[src/rtl/i2s_dac_tx.sv]
// I2S transmitter for the WM8731 DAC path: mono samples in on valid/ready,
// serialised MSB-first onto both slots, timed by codec-mastered BCLK/DACLRCK.
module i2s_dac_tx #(
  parameter int W           = 16,
  parameter int SYNC_STAGES = 2
) (
  input  logic         clk,
  input  logic         reset_n,
  input  logic [W-1:0] sample_data,
  input  logic         sample_valid,
  output logic         sample_ready,
  input  logic         aud_bclk,
  input  logic         aud_daclrck,
  output logic         aud_dacdat,
  output logic         frame_start,
  output logic         underrun
);

  localparam int CW = $clog2(W + 1);
  localparam logic [CW-1:0] BIT_LAST = CW'(W);

  typedef enum logic {
    ST_IDLE,
    ST_LOCKED
  } state_t;

  state_t state_q, state_d;

  logic [SYNC_STAGES-1:0] bclkSync_q;
  logic [SYNC_STAGES-1:0] lrckSync_q;
  logic                   bclkPrev_q;
  logic                   lrck_q, lrck_d;

  logic [W-1:0]  holdData_q, holdData_d;
  logic          holdFull_q, holdFull_d;
  logic [W-1:0]  word_q, word_d;
  logic [W-1:0]  shreg_q, shreg_d;
  logic [CW-1:0] bitCnt_q, bitCnt_d;
  logic          dacdat_q, dacdat_d;
  logic          frameStart_q, frameStart_d;
  logic          underrun_q, underrun_d;

  logic bclkSync;
  logic lrckSync;
  logic bclkFall;
  logic boundary;
  logic leftEdge;
  logic rightEdge;
  logic accept;

  // Both codec clocks pass through identical chains so DACLRCK stays aligned with BCLK.
  always_ff @(posedge clk or negedge reset_n) begin
    if (!reset_n) begin
      bclkSync_q <= '0;
      lrckSync_q <= '0;
      bclkPrev_q <= 1'b0;
    end else begin
      bclkSync_q[0] <= aud_bclk;
      lrckSync_q[0] <= aud_daclrck;
      for (int i = 1; i < SYNC_STAGES; i++) begin
        bclkSync_q[i] <= bclkSync_q[i-1];
        lrckSync_q[i] <= lrckSync_q[i-1];
      end
      bclkPrev_q <= bclkSync;
    end
  end

  assign bclkSync  = bclkSync_q[SYNC_STAGES-1];
  assign lrckSync  = lrckSync_q[SYNC_STAGES-1];
  assign bclkFall  = bclkPrev_q & ~bclkSync;
  assign boundary  = bclkFall && (lrckSync != lrck_q);
  assign leftEdge  = boundary && !lrckSync;
  assign rightEdge = boundary && lrckSync && (state_q == ST_LOCKED);
  assign accept    = sample_valid && !holdFull_q;

  always_ff @(posedge clk or negedge reset_n) begin
    if (!reset_n) begin
      state_q      <= ST_IDLE;
      lrck_q       <= 1'b0;
      holdData_q   <= '0;
      holdFull_q   <= 1'b0;
      word_q       <= '0;
      shreg_q      <= '0;
      bitCnt_q     <= '0;
      dacdat_q     <= 1'b0;
      frameStart_q <= 1'b0;
      underrun_q   <= 1'b0;
    end else begin
      state_q      <= state_d;
      lrck_q       <= lrck_d;
      holdData_q   <= holdData_d;
      holdFull_q   <= holdFull_d;
      word_q       <= word_d;
      shreg_q      <= shreg_d;
      bitCnt_q     <= bitCnt_d;
      dacdat_q     <= dacdat_d;
      frameStart_q <= frameStart_d;
      underrun_q   <= underrun_d;
    end
  end

  // A left boundary samples the holder as it was before this cycle's accept,
  // so a coincident write lands in the next frame instead of this one.
  always_comb begin
    state_d      = state_q;
    lrck_d       = lrck_q;
    holdData_d   = holdData_q;
    holdFull_d   = holdFull_q;
    word_d       = word_q;
    shreg_d      = shreg_q;
    bitCnt_d     = bitCnt_q;
    dacdat_d     = dacdat_q;
    frameStart_d = 1'b0;
    underrun_d   = 1'b0;

    if (accept) begin
      holdData_d = sample_data;
      holdFull_d = 1'b1;
    end

    if (bclkFall) begin
      lrck_d = lrckSync;
      if (leftEdge) begin
        state_d      = ST_LOCKED;
        frameStart_d = 1'b1;
        if (holdFull_q) begin
          word_d     = holdData_q;
          holdFull_d = 1'b0;
        end else begin
          word_d     = '0;
          underrun_d = 1'b1;
        end
        shreg_d  = word_d;
        bitCnt_d = '0;
        dacdat_d = 1'b0;
      end else if (state_q == ST_IDLE) begin
        dacdat_d = 1'b0;
      end else if (rightEdge) begin
        shreg_d  = word_q;
        bitCnt_d = '0;
        dacdat_d = 1'b0;
      end else if (bitCnt_q < BIT_LAST) begin
        dacdat_d = shreg_q[W-1];
        shreg_d  = shreg_q << 1;
        bitCnt_d = bitCnt_q + CW'(1);
      end else begin
        dacdat_d = 1'b0;
      end
    end
  end

  assign sample_ready = ~holdFull_q;
  assign aud_dacdat   = dacdat_q;
  assign frame_start  = frameStart_q;
  assign underrun     = underrun_q;

endmodule
[config.mk]
export PLATFORM = sky130hd
export DESIGN_NAME = i2s_dac_tx
export DESIGN_NICKNAME = d
export VERILOG_FILES = /design/src/rtl/i2s_dac_tx.sv
export SDC_FILE = /design/constraint.sdc
export NUM_CORES = 1
export LEC_CHECK = 0
export ABC_AREA = 1
export CORE_MARGIN = 2
export CORE_UTILIZATION = 31
export DETAILED_ROUTE_END_ITERATION = 16
export PLACE_DENSITY = 0.47
export SLEW_MARGIN = 20
export SYNTH_ARGS = -nofsm -noshare
export SYNTH_HDL_FRONTEND = slang
export SYNTH_SLANG_ARGS = --single-unit
[constraint.sdc]
create_clock -name clk -period 2.06 [get_ports clk]
set_input_delay 0.309 -clock clk [delete_from_list [all_inputs] [get_ports clk]]
set_output_delay 0.309 -clock clk [all_outputs]
set_load 0.005 [all_outputs]
==> flow_summary.toml, run 1 <==
[timing]
slew_violations = 0
timing.fmax_ghz = 0.583
setup_viol = 0
tightest_slew_ps = 567
max_slew_margin_pct = 62.2
finalClockSkew_ps = 8.97
rsz0062_at_grt = "no"
final.setup.worst_slack_ps = 346
finalHoldViolCount = 0
final.setup.tns_ps = 0
min_period_ps = 1710
finalCritPeriodShare_pct = 83.2

[hold_path]
worstHoldStart = "lrckSync_q[0]"
hold_class = "flop to flop"

[global_route]
antenna_found_initial = 0
grt_pass1_wl_um = 9510
track_usage_pct = 12.2
grt_overflow = 0
grt_pass1_vias = 1962
grt_max_degree = 42

[floorplanning]
die_h_um = 99.8
fp.coreArea_mm2 = 0.00881
rows = 34
fp.dieW_um = 99.8
fp.dieArea_mm2 = 0.00997
start_util_pct = 32.3
io_pins = 25

[logic_synthesis]
syn_area_per_cell_um2 = 9.07
synth_warnings = 0
yosysTopAreaCellShare_pct = 56.2
synth.yosys.seq_area_share_pct = 56.2
synth_top_cell_by_area = "dfrtp_1"
netlist_instances = 314
yosys-top-cells-area = "dfrtp_1 56%, nand2_1 18%, mux2_2 5.9%, a21oi_2 3.1%, nor2_1 3.0%"
yosys.cell_types.count = 23
synth_nets = 336
synth-seq-cells = 64
syn_area_mm2 = 0.00285

[placed_design]
port-buffer-count = 24
post-place-ws_ps = 441
dp_hpwl_um = 3530
place_inst = 438
routabilityCongestion = 0.767

[critical_path]
critPathCaptureType = "output pin"
arrival_ps = 1410
critPathKind = "flop to output pin"
crit_fanout = 4
crit_path_start_kind = "flop"
startpoint = "holdFull_q"
crit_required_ps = 1750
r2r_start = "bclkSync_q[1]"

[finish]
antenna_cells = 0
drive_gt1_share_pct = 17.9
syn_to_final_growth_pct = 18.0
n_fill_cell = 897
postLayoutCoreUtil_pct = 38.2
nets = 364
final_cell_count_no_fill = 454

[pwr]
power_mw = 4.16
p_leak_nw = 1.74
ir_worst_vdd_mv = 0.500
power.density_mw_per_mm2 = 1240

[routing]
drt_iter0_markers = 107
ant_nets = 0
wl_um = 5310
wl_per_cell_um = 11.7
firstDrtPassIters = 4
drc = 0
via_per_inst = 4.34
num_vias = 1972

[clock_tree]
root_buffer = "clkbuf_8"
cts_resized = 0
cts_buffers = 9
clock_path_buffers = 2
cts_htree_levels = 3
path_clk_slew_ps = 70
clock-sinks = 64
cts_tree = "built"
insertion_delay_ps = 330

[run_status]
outcome = "finished clean"

[flow_run]
cap_viol_max_count = 0
## worst paths after layout
check / endpoint / slack [ps] / cells past startpoint
setup / recovery: sample_ready / 350 / 2
hold / removal: lrckSync_q[1] / 350 / 0
setup reg to reg: bitCnt_q[2] / 410 / 7
hold reg to reg: lrckSync_q[1] / 350 / 0
max in group asynchronous: shreg_q[13] / 930 / 3
min in group asynchronous: holdData_q[2] / 500 / 2
## what timing repair did
action                                  in CTS  in global routing
hold buffers                                 1                  0
setup buffers                                0                  0
hold endpoints to repair                    23                  0
endpoints found under the setup margin       0                  0
## cell usage in the layout (no fill, tap or decap), types with 2 or more instances in the layout
cell type / instances
mux2_2: 15
o21ai_0: 5
buf_4: 2
nand3_1: 5
nand2_1: 134
clkbuf_8: 10
dfrtp_1: 64
a21oi_1: 9
a21oi_2: 10
clkinv_2: 3
inv_2: 11
inv_1: 15
nor2_1: 23
nor2_4: 3
clkdlybuf4s50_1: 23
## power by group
part | total, mW | internal, mW | switching (mW)
logic | 1.06 | 0.516 | 0.546
registers | 2.06 | 1.78 | 0.277
clock network | 1.03 | 0.579 | 0.454
## per-layer routing
metal  part of all wire (%)  vias to the layer above  track usage (%)
met5                      0                        -                0
met4                    1.5                        0             6.01
met3                    3.6                        5             2.86
met2                     44                       31             18.5
met1                     51                      914             16.4
li1                       -                     1022                -
## cell type report
type / instances / area (um2) / share of cell area, %
Timing Repair Buffer: 28 / 280 / 8.34
Multi-Input combinational cell: 213 / 1060 / 31.5
Sequential cell: 64 / 1600 / 47.7
Clock buffer: 11 / 141 / 4.21
Tap cell: 108 / 135 / 4.02
Inverter: 26 / 97.6 / 2.90
Clock inverter: 4 / 45.0 / 1.34
## synthesized netlist by cell type
cell type and number:
nand3_4 1, nand2_2 1, nand3_2 1, nand3_1 5, mux2_2 15, nor2_2 1, ha_1 1, inv_2 11
inv_1 15, nand2_1 134, xor2_1 1, o21ai_0 5, o21ai_1 1, buf_2 5, nor2_1 23, o21a_1 1
buf_4 1, nand2_4 1, buf_6 5, a21oi_2 10, dfrtp_1 64, nor2_4 3, a21oi_1 9
## worst max-delay path, cell delays in order (launching register included)
cell,delay [ps]
dfrtp_1,380
inv_1,160
clkdlybuf4s50_1,540
## stage by stage
| stage | hold slack (ps) | area, um2 |
|---|---|---|
| 6_report | 350 | 3360 |
| 5_1_grt | 382 | 3360 |
| 4_1_cts | 353 | 3360 |
| 3_5_place_dp | 337 | 3160 |
| 3_3_place_gp | 332 | 3160 |
| 2_1_floorplan | 13.4 | 2850 |
## sequential cells by signal, summed over array words and instances (netlist names), 2 cells and up
name / flops
bitCnt_q: 5
bclkSync_q: 2
lrckSync_q: 2
holdData_q: 16
word_q: 16
shreg_q: 16
## logic make-up (layout without fill, tap and decap cells)
| logic type | Yosys count | after routing | synth area share, % |
|---|---|---|---|
| buffers and inverters | 37 | 69 | 6.55 |
| AND/OR/NAND/NOR | 170 | 170 | 24.6 |
| flip-flops | 64 | 64 | 56.2 |
| multiplexers | 15 | 15 | 5.93 |
| adder cells (fa/ha/maj) | 1 | 1 | 0.439 |
| XOR/XNOR | 1 | 1 | 0.308 |
| AO/OA/AOI/OAI | 26 | 26 | 5.97 |
Note: power is estimated with default switching activity, not from simulation.
==> run 2, diff against run 1 <==
- PLACE_DENSITY: 0.47 -> 0.49
- clock period: 2.06 -> 1.48 ns (I/O delays scaled with it)
==> flow_summary.toml, run 2 (synthesis gave the netlist of run 1 again) <==
[clock_tree]
path_clk_slew_ps = 60
root_buffer = "clkbuf_8"
cts_buffers = 9
cts_htree_levels = 3
clock-sinks = 64
insertion_delay_ps = 330
clock_path_buffers = 2
cts_tree = "built"

[finish]
final_area_mm2 = 0.00349
antenna_cells = 0
syn_to_final_growth_pct = 22.4
nets = 374
n_fill_cell = 902
drive_gt1_share_pct = 20.3
final_common_cell = "nand2_1"
multi_input_area_mm2 = 0.00106
reg_top3 = "holdData_q: 16 flops, shreg_q: 16 flops, word_q: 16 flops"
regArea_mm2 = 0.00160
mostFrequentLayoutCells = "133 x nand2_1, 64 x dfrtp_1, 23 x nor2_1"

[floorplanning]
start_util_pct = 32.3
rows = 34
fp.dieArea_mm2 = 0.00997
fp.coreArea_mm2 = 0.00881
fp.dieW_um = 99.8
io_pins = 25
die_h_um = 99.8

[routing]
num_vias = 2011
via_per_inst = 4.34
wl_um = 5400
drc = 0
firstDrtPassIters = 4
ant_nets = 0
drt_iter0_markers = 95
wl_per_cell_um = 11.7

[pwr]
internal_power_mw = 4.00
pwr-share-clk_pct = 23.1
p_sw_mw = 1.81
ir_worst_vdd_mv = 0.659
power.density_mw_per_mm2 = 1670
power_switching_share_pct = 31.2
p_seq_share_pct = 50.1
combPwrFrac_pct = 26.8
p_leak_nw = 1.80

[flow_run]
cap_viol_max_count = 0

[hold_path]
hold_class = "input pin to flop"

[timing]
holdWs_ps = 326
slew_violations = 0
finalClockSkew_ps = 6.71
rsz0062_at_grt = "no"
final.setup.tns_ps = 0
min_period_ps = 1390
max_slew_margin_pct = 72.4
tightest_slew_ps = 414
finalHoldViolCount = 0
setup_viol = 0
finalCritPeriodShare_pct = 94.1
timing.fmax_ghz = 0.718

[placed_design]
routabilityCongestion = 0.712
port-buffer-count = 24
placed_cell_area_mm2 = 0.00327
dp_hpwl_um = 3660

[critical_path]
path_delay_family = "buffers and inverters"
critPathKind = "flop to output pin"
crit_fanout = 2
crit_path_max_incr_delay_ps = 500
path_cells = "clkdlybuf4s50_1"
crit_required_ps = 1260
crit_path_start_kind = "flop"
critPathCaptureType = "output pin"
path_buf_inv = 1
cp_slowest_cell = "clkdlybuf4s50_1"
arrival_ps = 1170

[global_route]
grt_pass1_vias = 2068
track_usage_pct = 12.5
antenna_found_initial = 0
grt_pass1_wl_um = 9700
grt_max_degree = 27
grt_overflow = 0

[run_status]
outcome = "finished clean"
run 2: power by group through the flow:
stage | clock network [mW] | logic (mW) | registers, mW
floorplan | 0 | 1.22 | 2.80
global placement | 0 | 1.54 | 2.93
detailed placement | 0 | 1.56 | 2.95
CTS | 1.40 | 1.59 | 2.92
global route | 1.47 | 1.82 | 3.02
finish | 1.34 | 1.55 | 2.91
run 2: final timing paths:
kind	startpoint	slack, ps	endpoint	depth (start not counted)
max	aud_dacdat	90	aud_dacdat	1
min	aud_bclk	330	bclkSync_q[0]	1
max reg2reg	holdFull_q	90	holdData_q[7]	4
min reg2reg	bclkSync_q[0]	350	bclkSync_q[1]	0
max in group asynchronous	reset_n	620	holdData_q[14]	3
min in group asynchronous	reset_n	350	holdData_q[3]	2
run 2: through the flow:
| step | instances | utilization [%] | setup slack [ps] | power [mW] |
|---|---|---|---|---|
| after floorplan | 314 | - | 219 | 4.02 |
| after global placement | 445 | 37.1 | -28.2 | 4.47 |
| after detailed placement | 445 | 37.1 | -78.3 | 4.50 |
| after CTS | 463 | 39.6 | 57.2 | 5.90 |
| after global routing | 463 | 39.6 | 3.70 | 6.31 |
| final | 463 | 39.6 | 87.0 | 5.81 |
run 2: cell type report:
class,instances,area share [%]
inverters,26,2.80
multi-input cells,213,30.5
repair buffers,38,12.0
clock buffers,14,4.95
well taps,108,3.88
flip-flops and latches,64,45.9
run 2: layer usage:
layer / part of all wire, % / global-route usage [%]
met1: 51 / 16.6
met4: 2.8 / 7.38
met3: 3.3 / 2.16
met5: 0 / 0
met2: 43 / 19.1
run 2: what timing repair did:
item	in CTS	in global routing
endpoints found under the setup margin	16	10
pin swaps	1	2
hold buffers	1	0
resized for setup	2	1
setup buffers	3	0
hold endpoints to repair	13	0
